File: src/rtl/video_pattern_gen.sv
// video_pattern_gen: AXI-Stream synthetic frame source (solid, ramps, checker) with SOF on tuser, EOL on tlast.
// Define VIDEO_PATTERN_GEN_MOVING_EN to scroll the horizontal ramp by one pixel per frame.
module video_pattern_gen #(
  parameter int AXIS_DATA_WIDTH = 24,
  parameter int IMG_WIDTH_MAX   = 16,
  parameter int IMG_HEIGHT_MAX  = 16,
  parameter int GAP_WIDTH       = 16
) (
  input  logic                       i_axi_clk,
  input  logic                       i_axi_rst,
  input  logic                       i_enable,
  input  logic [IMG_WIDTH_MAX-1:0]   i_width,
  input  logic [IMG_HEIGHT_MAX-1:0]  i_height,
  input  logic [1:0]                 i_pattern,
  input  logic [AXIS_DATA_WIDTH-1:0] i_color,
  input  logic [GAP_WIDTH-1:0]       i_frame_gap,
  output logic                       o_axis_out_tuser,
  output logic                       o_axis_out_tvalid,
  input  logic                       i_axis_out_tready,
  output logic                       o_axis_out_tlast,
  output logic [AXIS_DATA_WIDTH-1:0] o_axis_out_tdata,
  output logic                       o_frame_done,
  output logic                       o_busy
);
  typedef enum logic [1:0] {IDLE, ACTIVE, GAP} state_t;
  state_t state, n_state;
  logic [IMG_WIDTH_MAX-1:0] x, nx, width_q, n_width, ramp_x;
  logic [IMG_HEIGHT_MAX-1:0] y, ny, height_q, n_height;
  logic [1:0] pattern_q, n_pattern;
  logic [GAP_WIDTH-1:0] gap_cnt, n_gap;
  logic [AXIS_DATA_WIDTH-1:0] n_data;
  logic hs, last_x, last_y, start_ok, done, load;
  assign hs       = o_axis_out_tvalid && i_axis_out_tready;
  assign last_x   = x == width_q - 1'b1;
  assign last_y   = y == height_q - 1'b1;
  assign start_ok = i_enable && |i_width && |i_height;
  // output beat registers only advance when the current beat is not stalled
  assign load     = !o_axis_out_tvalid || i_axis_out_tready;
  always_comb begin
    n_state   = state;
    nx        = x;
    ny        = y;
    n_width   = width_q;
    n_height  = height_q;
    n_pattern = pattern_q;
    n_gap     = gap_cnt;
    done      = 1'b0;
    if (state == ACTIVE) begin
      if (hs) begin
        nx = last_x ? '0 : x + 1'b1;
        ny = last_x ? y + 1'b1 : y;
        if (last_x && last_y) begin
          done    = 1'b1;
          n_gap   = i_frame_gap;
          n_state = GAP;
        end
      end
    end else if (state == IDLE || gap_cnt == '0) begin
      n_state = start_ok ? ACTIVE : IDLE;
      if (start_ok) begin
        nx        = '0;
        ny        = '0;
        n_width   = i_width;
        n_height  = i_height;
        n_pattern = i_pattern;
      end
    end else begin
      n_gap = gap_cnt - 1'b1;
    end
  end
`ifdef VIDEO_PATTERN_GEN_MOVING_EN
  logic [IMG_WIDTH_MAX-1:0] frame_cnt;
  always_ff @(posedge i_axi_clk or negedge i_axi_rst)
    if (!i_axi_rst) frame_cnt <= '0;
    else if (done) frame_cnt <= frame_cnt + 1'b1;
  assign ramp_x = nx + frame_cnt;
`else
  assign ramp_x = nx;
`endif
  assign n_data = n_state != ACTIVE ? '0 :
                  n_pattern == 2'd0 ? i_color :
                  n_pattern == 2'd1 ? AXIS_DATA_WIDTH'(ramp_x) :
                  n_pattern == 2'd2 ? AXIS_DATA_WIDTH'(ny) :
                  {AXIS_DATA_WIDTH{nx[3] ^ ny[3]}};
  always_ff @(posedge i_axi_clk or negedge i_axi_rst) begin
    if (!i_axi_rst) begin
      state             <= IDLE;
      x                 <= '0;
      y                 <= '0;
      width_q           <= '0;
      height_q          <= '0;
      pattern_q         <= '0;
      gap_cnt           <= '0;
      o_axis_out_tvalid <= 1'b0;
      o_axis_out_tuser  <= 1'b0;
      o_axis_out_tlast  <= 1'b0;
      o_axis_out_tdata  <= '0;
      o_frame_done      <= 1'b0;
      o_busy            <= 1'b0;
    end else begin
      state        <= n_state;
      x            <= nx;
      y            <= ny;
      width_q      <= n_width;
      height_q     <= n_height;
      pattern_q    <= n_pattern;
      gap_cnt      <= n_gap;
      o_frame_done <= done;
      o_busy       <= n_state != IDLE;
      if (load) begin
        o_axis_out_tvalid <= n_state == ACTIVE;
        o_axis_out_tuser  <= n_state == ACTIVE && nx == '0 && ny == '0;
        o_axis_out_tlast  <= n_state == ACTIVE && nx == n_width - 1'b1;
        o_axis_out_tdata  <= n_data;
      end
    end
  end
endmodule

File: config.mk
export PLATFORM = sky130hd
export DESIGN_NAME = video_pattern_gen
export DESIGN_NICKNAME = d
export VERILOG_FILES = /design/src/rtl/video_pattern_gen.sv
export SDC_FILE = /design/constraint.sdc
export NUM_CORES = 1
export LEC_CHECK = 0
export ABC_CLOCK_PERIOD_IN_PS = 6250
export CELL_PAD_IN_SITES_DETAIL_PLACEMENT = 1
export CELL_PAD_IN_SITES_GLOBAL_PLACEMENT = 1
export CORE_MARGIN = 2
export CORE_UTILIZATION = 41
export CTS_CLUSTER_DIAMETER = 60
export DETAILED_ROUTE_END_ITERATION = 10
export GPL_ROUTABILITY_DRIVEN = 0
export GPL_TIMING_DRIVEN = 0
export PLACE_DENSITY = 0.87
export RECOVER_POWER = 25
export SETUP_SLACK_MARGIN = 0.3
export SYNTH_ARGS = -nofsm -noshare
export SYNTH_HDL_FRONTEND = slang
export SYNTH_SLANG_ARGS = --single-unit
export TNS_END_PERCENT = 1
File: constraint.sdc
create_clock -name i_axi_clk -period 6.25 [get_ports i_axi_clk]
set_input_delay 1.25 -clock i_axi_clk [delete_from_list [all_inputs] [get_ports i_axi_clk]]
set_output_delay 1.25 -clock i_axi_clk [all_outputs]
set_load 0.005 [all_outputs]
==> results.cfg, run 1 <==
[outcome]
status = complete, but fails checks
violations = max-capacitance violations, max-slew violations

[routing]
routed-via-count = 7644
drc = 0
wl_um = 27200
drtIter0Drc = 559
wl_per_cell_um = 21.78
viasPerCell = 6.120
ant_nets = 0
drt_first_pass_iters = 5

[clock_network]
clkSinkCount = 113
clk_path_buf_depth = 2
holdBufCountCts = 0
cts_tree = yes
numCtsBuffers = 17
path_clk_slew_ns = 0.06
cts_resized = 9
h-tree-depth = 4
cts_setup_buffers = 0
insertion_delay_ns = 0.43
root_buffer = clkbuf_16

[final_layout]
nets = 1095
area_growth_pct = 27.81
final_layout_size_suffix_gt1_share_pct = 7.520
final_common_cell = nand2_1
instances_no_fill = 1249
final_cell_mix = 135 x nand2_1, 113 x dfrtp_1, 105 x clkdlybuf4s50_1
n_antenna_cell = 0
final_core_util_pct = 53.82

[grt]
grt_max_degree = 64
overflow = 0
grt_pass1_wl_um = 43320
track_usage_pct = 30.18
grt_pass1_vias = 7856
antenna_found_initial = 0

[die]
die_h_um = 137.8
rows = 48
dieArea_um2 = 18980
core_um2 = 17420
die_w_um = 137.8
initial_core_util_pct = 42.11
ioPinCount = 107

[synth]
postSynthAreaPerCell_um2 = 8.288
async_flop_share_pct = 100.0
synth_edf_count = 0
ys_warn_count = 0
ys_seq_area_share_pct = 38.55
synth.net_count = 969
syn_inst = 885
netlist_area_um2 = 7335
synth_seq_cells = 113
ys.flop_type = dfrtp_1
synth.distinct_cells = 80

[place]
dp_hpwl_um = 19400
numPortBuffers = 106
placed_cells = 1217

[pwr]
vdd_ir_drop_max_v = 0.0002095
internal_power_mw = 1.712
switching_share_pct = 29.25
seq_power_share_pct = 34.7
p_per_area_nw_per_um2 = 258.1
power.switching_uw = 707.8
power_leakage_nw = 4.012
combPwrFrac_pct = 19.4
pwr-share-clk_pct = 45.9

[flow_run]
max_cap_viol_count = 2

[critical_path]
crit_fanout = 10
cp_top_family = simple AND/OR/NAND/NOR gates
cp.required_ns = 6.61
r2r-end = o_axis_out_tlast$_DFFE_PN0P_
cp-start-kind = primary input
cpPeakStageDelay_ns = 0.54
cp_data_arrival_time_ns = 6.17
end_kind = flip-flop
r2r_start = gap_cnt[0]$_DFFE_PN0P_
cpMaxStageDelayCell = or4bb_1
path_class = in2reg
cp_cell_sequence = clkdlybuf4s50_1 -> nor3_2 -> nand3_1 -> nor4_2 -> or3_1 -> nor2_4 -> buf_4 -> buf_4 -> a21oi_1 -> ha_1 -> clkbuf_2 -> nand4b_1 -> nor3_1 -> nor2_1 -> xnor2_1 -> nor2_1 -> or4bb_1 -> a2111oi_4 -> a32o_1
reg2reg_slack_ns = 0.72
critPathBufInv = 4
crit_end = o_axis_out_tlast$_DFFE_PN0P_
worstSetupPathDepth = 19
r2r_cells = 21
crit_start = i_width[2]

[timing]
rsz0062_at_grt = true
hold_ws_ns = 0.4838
setup_viol = 0
min_period_over_period_pct = 92.87
fmax_mhz = 172.3
report.final.slew_viol_count = 116
hold_viol = 0
fin_worst_skew_ns = 0.01242
fin_crit_ns = 5.805
relSlewSlack_pct = -90.00
worst_pin_slew_ns = 2.850

[worst_hold_path]
hold_path_class = reg2reg
## worst reg2reg max path: stages (launching register included)
cell and delay [ns]:
dfrtp_1 0.39, inv_1 0.09, ha_1 0.17, nand2b_1 0.13, nor4_4 0.42, a31oi_1 0.29
or3_1 0.48, nor2_4 0.33, buf_4 0.29, buf_4 0.26, nor2_1 0.06, a21oi_1 0.17
ha_1 0.18, clkbuf_2 0.20, nand4b_1 0.16, nor3_1 0.18, nor2_1 0.08, xnor2_1 0.29
nor2_1 0.08, or4bb_1 0.54, a2111oi_4 0.45, a32o_1 0.22
## how the worst min path moves through the flow
stage                                           from                               end  slack (ns)  depth (start not counted)
floorplan                   height_q[15]$_DFFE_PN0P_          height_q[15]$_DFFE_PN0P_        0.47                          2
global placement    o_axis_out_tdata[23]$_DFFE_PN0P_  o_axis_out_tdata[23]$_DFFE_PN0P_        0.46                          2
detailed placement  o_axis_out_tdata[22]$_DFFE_PN0P_  o_axis_out_tdata[22]$_DFFE_PN0P_        0.47                          2
CTS                 o_axis_out_tdata[17]$_DFFE_PN0P_  o_axis_out_tdata[17]$_DFFE_PN0P_        0.49                          2
global route        o_axis_out_tdata[17]$_DFFE_PN0P_  o_axis_out_tdata[17]$_DFFE_PN0P_        0.52                          2
finish              o_axis_out_tdata[17]$_DFFE_PN0P_  o_axis_out_tdata[17]$_DFFE_PN0P_        0.48                          2
## per-stage QoR
step                instance area, um2  power (mW)  setup WS [ns]  TNS [ns]
global placement                  8677       1.287        -0.6684    -74.54
finish                            9374       2.420         0.4453         0
CTS                               9402       2.421         0.3479         0
global route                      9374       2.506         0.1766         0
floorplan                         7335       1.094          1.337         0
detailed placement                8706       1.309        -0.7498    -1.485
## area by class of cell
| type | count | area (um2) |
|---|---|---|
| clock buffers | 18 | 429.2 |
| multi-input cells | 700 | 4243 |
| flip-flops and latches | 113 | 2828 |
| repair buffers | 107 | 1060 |
| inverters | 30 | 112.6 |
| clock inverters | 14 | 229.0 |
| plain buffers | 42 | 191.4 |
| well taps | 225 | 281.5 |
| fillers | 2076 | 8043 |
## cells in the mapped netlist, drive strengths merged, types with 7 or more instances
| cell | count | area share (%) |
|---|---|---|
| nand3 | 42 | 2.9 |
| nand2 | 135 | 6.9 |
| nand2b | 7 | 0.60 |
| xnor2 | 42 | 5.0 |
| a21o | 7 | 0.73 |
| o21ai | 70 | 4.8 |
| buf | 11 | 0.89 |
| nor4 | 29 | 3.1 |
| nor3b | 9 | 0.99 |
| or3 | 15 | 1.3 |
| nand4 | 11 | 1.1 |
| and3 | 13 | 1.1 |
| a21oi | 48 | 3.5 |
| dfrtp | 113 | 39 |
| nor3 | 26 | 1.8 |
| inv | 30 | 1.5 |
| or4 | 7 | 0.82 |
| xor2 | 23 | 2.7 |
| nor2 | 96 | 5.0 |
| clkbuf | 31 | 1.6 |
| mux2i | 24 | 3.3 |
## layer usage
layer | up-vias | wire (um) | global-route usage (%)
met2 | 295 | 12780 | 49.25
met3 | 75 | 1721 | 5.408
li1 | 3408 | - | -
met1 | 3866 | 11780 | 39.83
met4 | 0 | 915 | 11.85
met5 | - | 0 | 0
## kinds of logic (layout without fill, tap and decap cells)
kind of cell             count (synthesis)  in the layout  share of synthesized area (%)
buffers and inverters                   72            211                          4.009
AND/OR/NAND/NOR                        410            410                          27.84
multiplexers                            29             29                          4.094
flip-flops                             113            113                          38.55
AO/OA/AOI/OAI                          190            190                          16.72
XOR/XNOR                                65             65                          7.762
adder cells (fa/ha/maj)                  6              6                          1.024
## state kept, by name, indices dropped and copies added, names as in the netlist
register           cells
o_busy                 1
o_axis_out_tvalid      1
height_q              16
gap_cnt               16
x                     16
o_axis_out_tuser       1
o_frame_done           1
o_axis_out_tdata      24
state                  2
o_axis_out_tlast       1
width_q               16
pattern_q              2
y                     16
## power groups by stage
stage / clock network, mW / logic [mW] / registers, mW
after floorplan: 0 / 0.259 / 0.835
after global placement: 0 / 0.440 / 0.847
after detailed placement: 0 / 0.458 / 0.850
after CTS: 1.11 / 0.468 / 0.838
after global routing: 1.15 / 0.510 / 0.846
final: 1.11 / 0.470 / 0.840
No activity file was read; power rests on OpenSTA's default activity.
==> run 2: changes to the inputs <==
--- a/config.mk
+++ b/config.mk
@@ -8,7 +8,6 @@
 export ABC_CLOCK_PERIOD_IN_PS = 6250
 export CELL_PAD_IN_SITES_DETAIL_PLACEMENT = 1
 export CELL_PAD_IN_SITES_GLOBAL_PLACEMENT = 1
-export CORE_MARGIN = 2
 export CORE_UTILIZATION = 41
 export CTS_CLUSTER_DIAMETER = 60
 export DETAILED_ROUTE_END_ITERATION = 10
==> results.cfg, run 2 (same netlist as run 1, synthesis figures left out) <==
[grt]
use_met2_pct = 48.95
grt_use_met3_pct = 6.248
overflow = 0
grt_max_degree = 73
antenna_found_initial = 0
grt_pass1_vias = 7836
grt_pass1_wl_um = 42860
met1_usage_pct = 40.86
track_usage_pct = 30.74
top_usage_layer = met2

[clock_network]
clkSinkCount = 113
cts_tree = yes
clk_path_buf_depth = 2
h-tree-depth = 4
root_buffer = clkbuf_16
holdBufCountCts = 0
path_clk_slew_ns = 0.05
insertion_delay_ns = 0.43
numCtsBuffers = 17

[final_layout]
n_antenna_cell = 0
final_common_cell = nand2_1
final_layout_size_suffix_gt1_share_pct = 7.895
nFillCells = 2054
nets = 1098
largest_reg_flops = 24
area_growth_pct = 27.82
regMostFlops = o_axis_out_tdata
final_cell_mix = 135 x nand2_1, 113 x dfrtp_1, 105 x clkdlybuf4s50_1

[routing]
viasPerCell = 5.999
drtIter0Drc = 450
ant_nets = 0
drc = 0
wl_um = 26710
drt_first_pass_iters = 5
wl_per_cell_um = 21.35
routed-via-count = 7505

[timing]
setup_viol = 0
fin_worst_skew_ns = 0.009637
setup-tns-final_ns = 0
fmax_mhz = 174.5
rsz0062_at_grt = false
worst_pin_slew_ns = 2.356
report.final.slew_viol_count = 116
fin_crit_ns = 5.730
hold_viol = 0
min_period_over_period_pct = 91.67
relSlewSlack_pct = -57.09

[flow_run]
max_cap_viol_count = 2

[worst_hold_path]
min_path_cells = 2
hold_path_class = reg2reg

[pwr]
p_per_area_nw_per_um2 = 247.9
power_leakage_nw = 4.015
vdd_ir_drop_max_v = 0.0002038
total_power_mw = 2.324

[critical_path]
cp.required_ns = 6.61
cp-start-kind = primary input
end_kind = flip-flop
crit_fanout = 10
path_class = in2reg
cp_data_arrival_time_ns = 6.09
r2r_cells = 21

[die]
initial_core_util_pct = 42.26
rows = 48
die_w_um = 135.8
dieArea_um2 = 18430
ioPinCount = 107
die_h_um = 135.8
core_um2 = 17360

[outcome]
status = complete, but fails checks
violations = max-capacitance violations, max-slew violations

[place]
numPortBuffers = 106
dp_hpwl_um = 19460
==> run 2: cell count changes in the layout (fill, tap and decap cells not counted), moves of 2 or more <==
cell and change:
clkinvlp_4 +2, clkbuf_8 +3, inv_6 -3, clkinv_4 -5
bufinv_16 -2, clkinv_2 +4, buf_4 +2
==> run 2: area by class of cell <==
class                   instances  area [um2]  share of cell area, %
well taps                     225       281.5                  3.003
clock buffers                  21       470.5                  5.018
repair buffers                110        1082                  11.54
plain buffers                  42       190.2                  2.029
inverters                      30       112.6                  1.201
multi-input cells             700        4277                  45.62
clock inverters                10       133.9                  1.428
flip-flops and latches        113        2828                  30.16
==> run 2: through the flow <==
stage | worst slack (ns) | utilization [%] | cells | area, um2 | hold slack [ns]
after floorplan | 1.337 | - | 885 | 7335 | 0.4652
after global placement | -0.7867 | 49.99 | 1216 | 8677 | 0.4625
after CTS | 0.2555 | 53.85 | 1248 | 9346 | 0.4824
after global routing | 0.3258 | 54.02 | 1251 | 9375 | 0.4944
final | 0.5204 | 54.02 | 1251 | 9375 | 0.4778
after detailed placement | -0.9055 | 50.16 | 1217 | 8706 | 0.4763
==> run 2: path summary, 6_finish.rpt <==
check,slack [ns],endpoint,from
max,0.52,o_axis_out_tlast$_DFFE_PN0P_,i_width[2]
min in group asynchronous,1.54,gap_cnt[5]$_DFFE_PN0P_,i_axi_rst
min reg2reg,0.48,o_axis_out_tdata[23]$_DFFE_PN0P_,o_axis_out_tdata[23]$_DFFE_PN0P_
max reg2reg,0.83,o_axis_out_tlast$_DFFE_PN0P_,gap_cnt[0]$_DFFE_PN0P_
max in group asynchronous,1.83,y[2]$_DFF_PN0_,i_axi_rst
min,0.48,o_axis_out_tdata[23]$_DFFE_PN0P_,o_axis_out_tdata[23]$_DFFE_PN0P_
==> run 2: power breakdown <==
group,switching (mW),internal [mW]
clock network,0.357,0.653
logic,0.257,0.215
registers,0.0585,0.783
total,0.673,1.65
==> run 2: worst max-delay path: stages <==
cell             delay, ns
clkdlybuf4s50_1       0.60
nor3_4                0.10
nand3_1               0.18
nor4_4                0.08
or3_4                 0.42
nor2_4                0.23
clkbuf_4              0.30
buf_4                 0.26
nor2_1                0.06
a21oi_1               0.19
ha_1                  0.18
clkbuf_2              0.21
nand4b_1              0.17
nor3_1                0.19
nor2_1                0.10
xnor2_2               0.24
nor2_1                0.06
or4bb_1               0.55
a2111oi_4             0.46
a32o_1                0.22
==> run 2: timing repair <==
action                                  4_1_cts  5_1_grt
gates resized for setup                       9        6
endpoints found under the hold margin         0        0
setup buffers                                 0        3
pin swaps                                     0        1
endpoints found under the setup margin       17        9
==> run 2: layer usage <==
| layer | vias to the layer above | wire (um) |
|---|---|---|
| li1 | 3403 | - |
| met1 | 3740 | 11330 |
| met2 | 297 | 12610 |
| met3 | 65 | 1938 |
| met4 | 0 | 830 |
| met5 | - | 0 |
==> run 3: changes to the inputs <==
--- a/config.mk
+++ b/config.mk
@@ -12,7 +12,7 @@
 export CTS_CLUSTER_DIAMETER = 60
 export DETAILED_ROUTE_END_ITERATION = 10
 export GPL_ROUTABILITY_DRIVEN = 0
-export GPL_TIMING_DRIVEN = 0
+export GPL_TIMING_DRIVEN = 1
 export PLACE_DENSITY = 0.87
 export RECOVER_POWER = 25
 export SETUP_SLACK_MARGIN = 0.3
==> results.cfg, run 3 (same netlist as run 1, synthesis figures left out) <==
[outcome]
status = complete, but fails checks
violations = max-capacitance violations, max-slew violations

[die]
dieArea_um2 = 18430
die_h_um = 135.8
ioPinCount = 107
initial_core_util_pct = 42.26
core_um2 = 17360
rows = 48
die_w_um = 135.8

[timing]
report.final.slew_viol_count = 63
setup_viol = 0
setup_ws_ns = 1.069
fmax_mhz = 193.0
fin_worst_skew_ns = 0.007663
setup-tns-final_ns = 0
hold_ws_ns = 0.4826
min_period_over_period_pct = 82.90
rsz0062_at_grt = false
relSlewSlack_pct = -131.5
fin_crit_ns = 5.181
hold_viol = 0
worst_pin_slew_ns = 3.472

[routing]
ant_nets = 0
wl_um = 25020
drtIter0Drc = 554
drc = 0
viasPerCell = 5.879
routed-via-count = 7178
drt_first_pass_iters = 8
wl_per_cell_um = 20.49

[clock_network]
insertion_delay_ns = 0.43
path_clk_slew_ns = 0.06
clk_path_buf_depth = 2
cts_setup_buffers = 0
h-tree-depth = 4
root_buffer = clkbuf_16
numCtsBuffers = 17
holdBufCountCts = 0
cts_resized = 0
cts_tree = yes
clkSinkCount = 113

[critical_path]
cp.required_ns = 6.62
cp-start-kind = primary input
reg2reg_slack_ns = 1.23
cp_data_arrival_time_ns = 5.55
end_kind = flip-flop
crit_fanout = 14
path_class = in2reg

[pwr]
total_power_mw = 2.330
power_leakage_nw = 3.980
vdd_ir_drop_max_v = 0.0002101
p_per_area_nw_per_um2 = 252.5

[final_layout]
final_cell_area_um2 = 9229
instances_no_fill = 1221
final_layout_size_suffix_gt1_share_pct = 8.434
regMostFlops = o_axis_out_tdata
multi_input_area_um2 = 4230
final_core_util_pct = 53.17
nets = 1067
final_common_cell = nand2_1
largest_reg_flops = 24
final_cell_mix = 135 x nand2_1, 113 x dfrtp_1, 105 x clkdlybuf4s50_1
n_antenna_cell = 0
seq_area_um2 = 2828
area_growth_pct = 25.83
nFillCells = 2075

[place]
dp_hpwl_um = 18030
placedInstanceArea_um2 = 8623
pre_cts_ws_ns = 0.7140
numPortBuffers = 106
placed_cells = 1189

[grt]
grt_pass1_wl_um = 40260
grt_max_degree = 63
antenna_found_initial = 0
overflow = 0
track_usage_pct = 28.64
grt_pass1_vias = 7366

[flow_run]
max_cap_viol_count = 1

[worst_hold_path]
hold_path_class = reg2reg
-- run 3: routing by layer --
metal | vias up | routed length, um | track usage, % | part of all wire (%)
met5 | - | 0 | 0 | 0
met2 | 226 | 11950 | 46.37 | 48
met1 | 3583 | 11080 | 38.23 | 44
li1 | 3338 | - | - | -
met4 | 0 | 455 | 8.365 | 1.8
met3 | 31 | 1538 | 6.173 | 6.1
-- run 3: power breakdown --
part / leakage [nW] / switching, mW / internal (mW) / total [mW]
registers: 1.46 / 0.0733 / 0.783 / 0.856
clock network: 0.297 / 0.372 / 0.649 / 1.02
logic: 2.23 / 0.234 / 0.219 / 0.453
total: 3.98 / 0.679 / 1.65 / 2.33
-- run 3: cell type report --
class / instances / share of cell area, %
clock buffers: 20 / 4.948
flip-flops and latches: 113 / 30.64
inverters: 30 / 1.220
repair buffers: 121 / 12.62
multi-input cells: 700 / 45.84
clock inverters: 12 / 1.681
well taps: 225 / 3.050
-- run 3: critical path, cell delays in order --
cell             delay (ns)
clkdlybuf4s50_1        0.46
nor3_1                 0.42
nand3_1                0.20
nor4_1                 0.35
or3_1                  0.28
nor2_4                 0.12
a21oi_1                0.32
ha_1                   0.36
nand4b_1               0.19
mux2i_1                0.34
nand2_1                0.12
xnor2_1                0.21
xnor2_1                0.10
or4_4                  0.44
a2111oi_4              0.19
a32o_1                 0.19
-- run 3: worst paths after layout --
kind / to / cells after the start / from
setup reg to reg: o_axis_out_tlast$_DFFE_PN0P_ / 12 / width_q[7]$_DFF_PN0_
max in group asynchronous: width_q[2]$_DFF_PN0_ / 2 / i_axi_rst
min in group asynchronous: gap_cnt[1]$_DFFE_PN0P_ / 1 / i_axi_rst
hold reg to reg: o_axis_out_tdata[19]$_DFFE_PN0P_ / 2 / o_axis_out_tdata[19]$_DFFE_PN0P_
setup / recovery: o_axis_out_tlast$_DFFE_PN0P_ / 16 / i_width[2]
hold / removal: o_axis_out_tdata[19]$_DFFE_PN0P_ / 2 / o_axis_out_tdata[19]$_DFFE_PN0P_
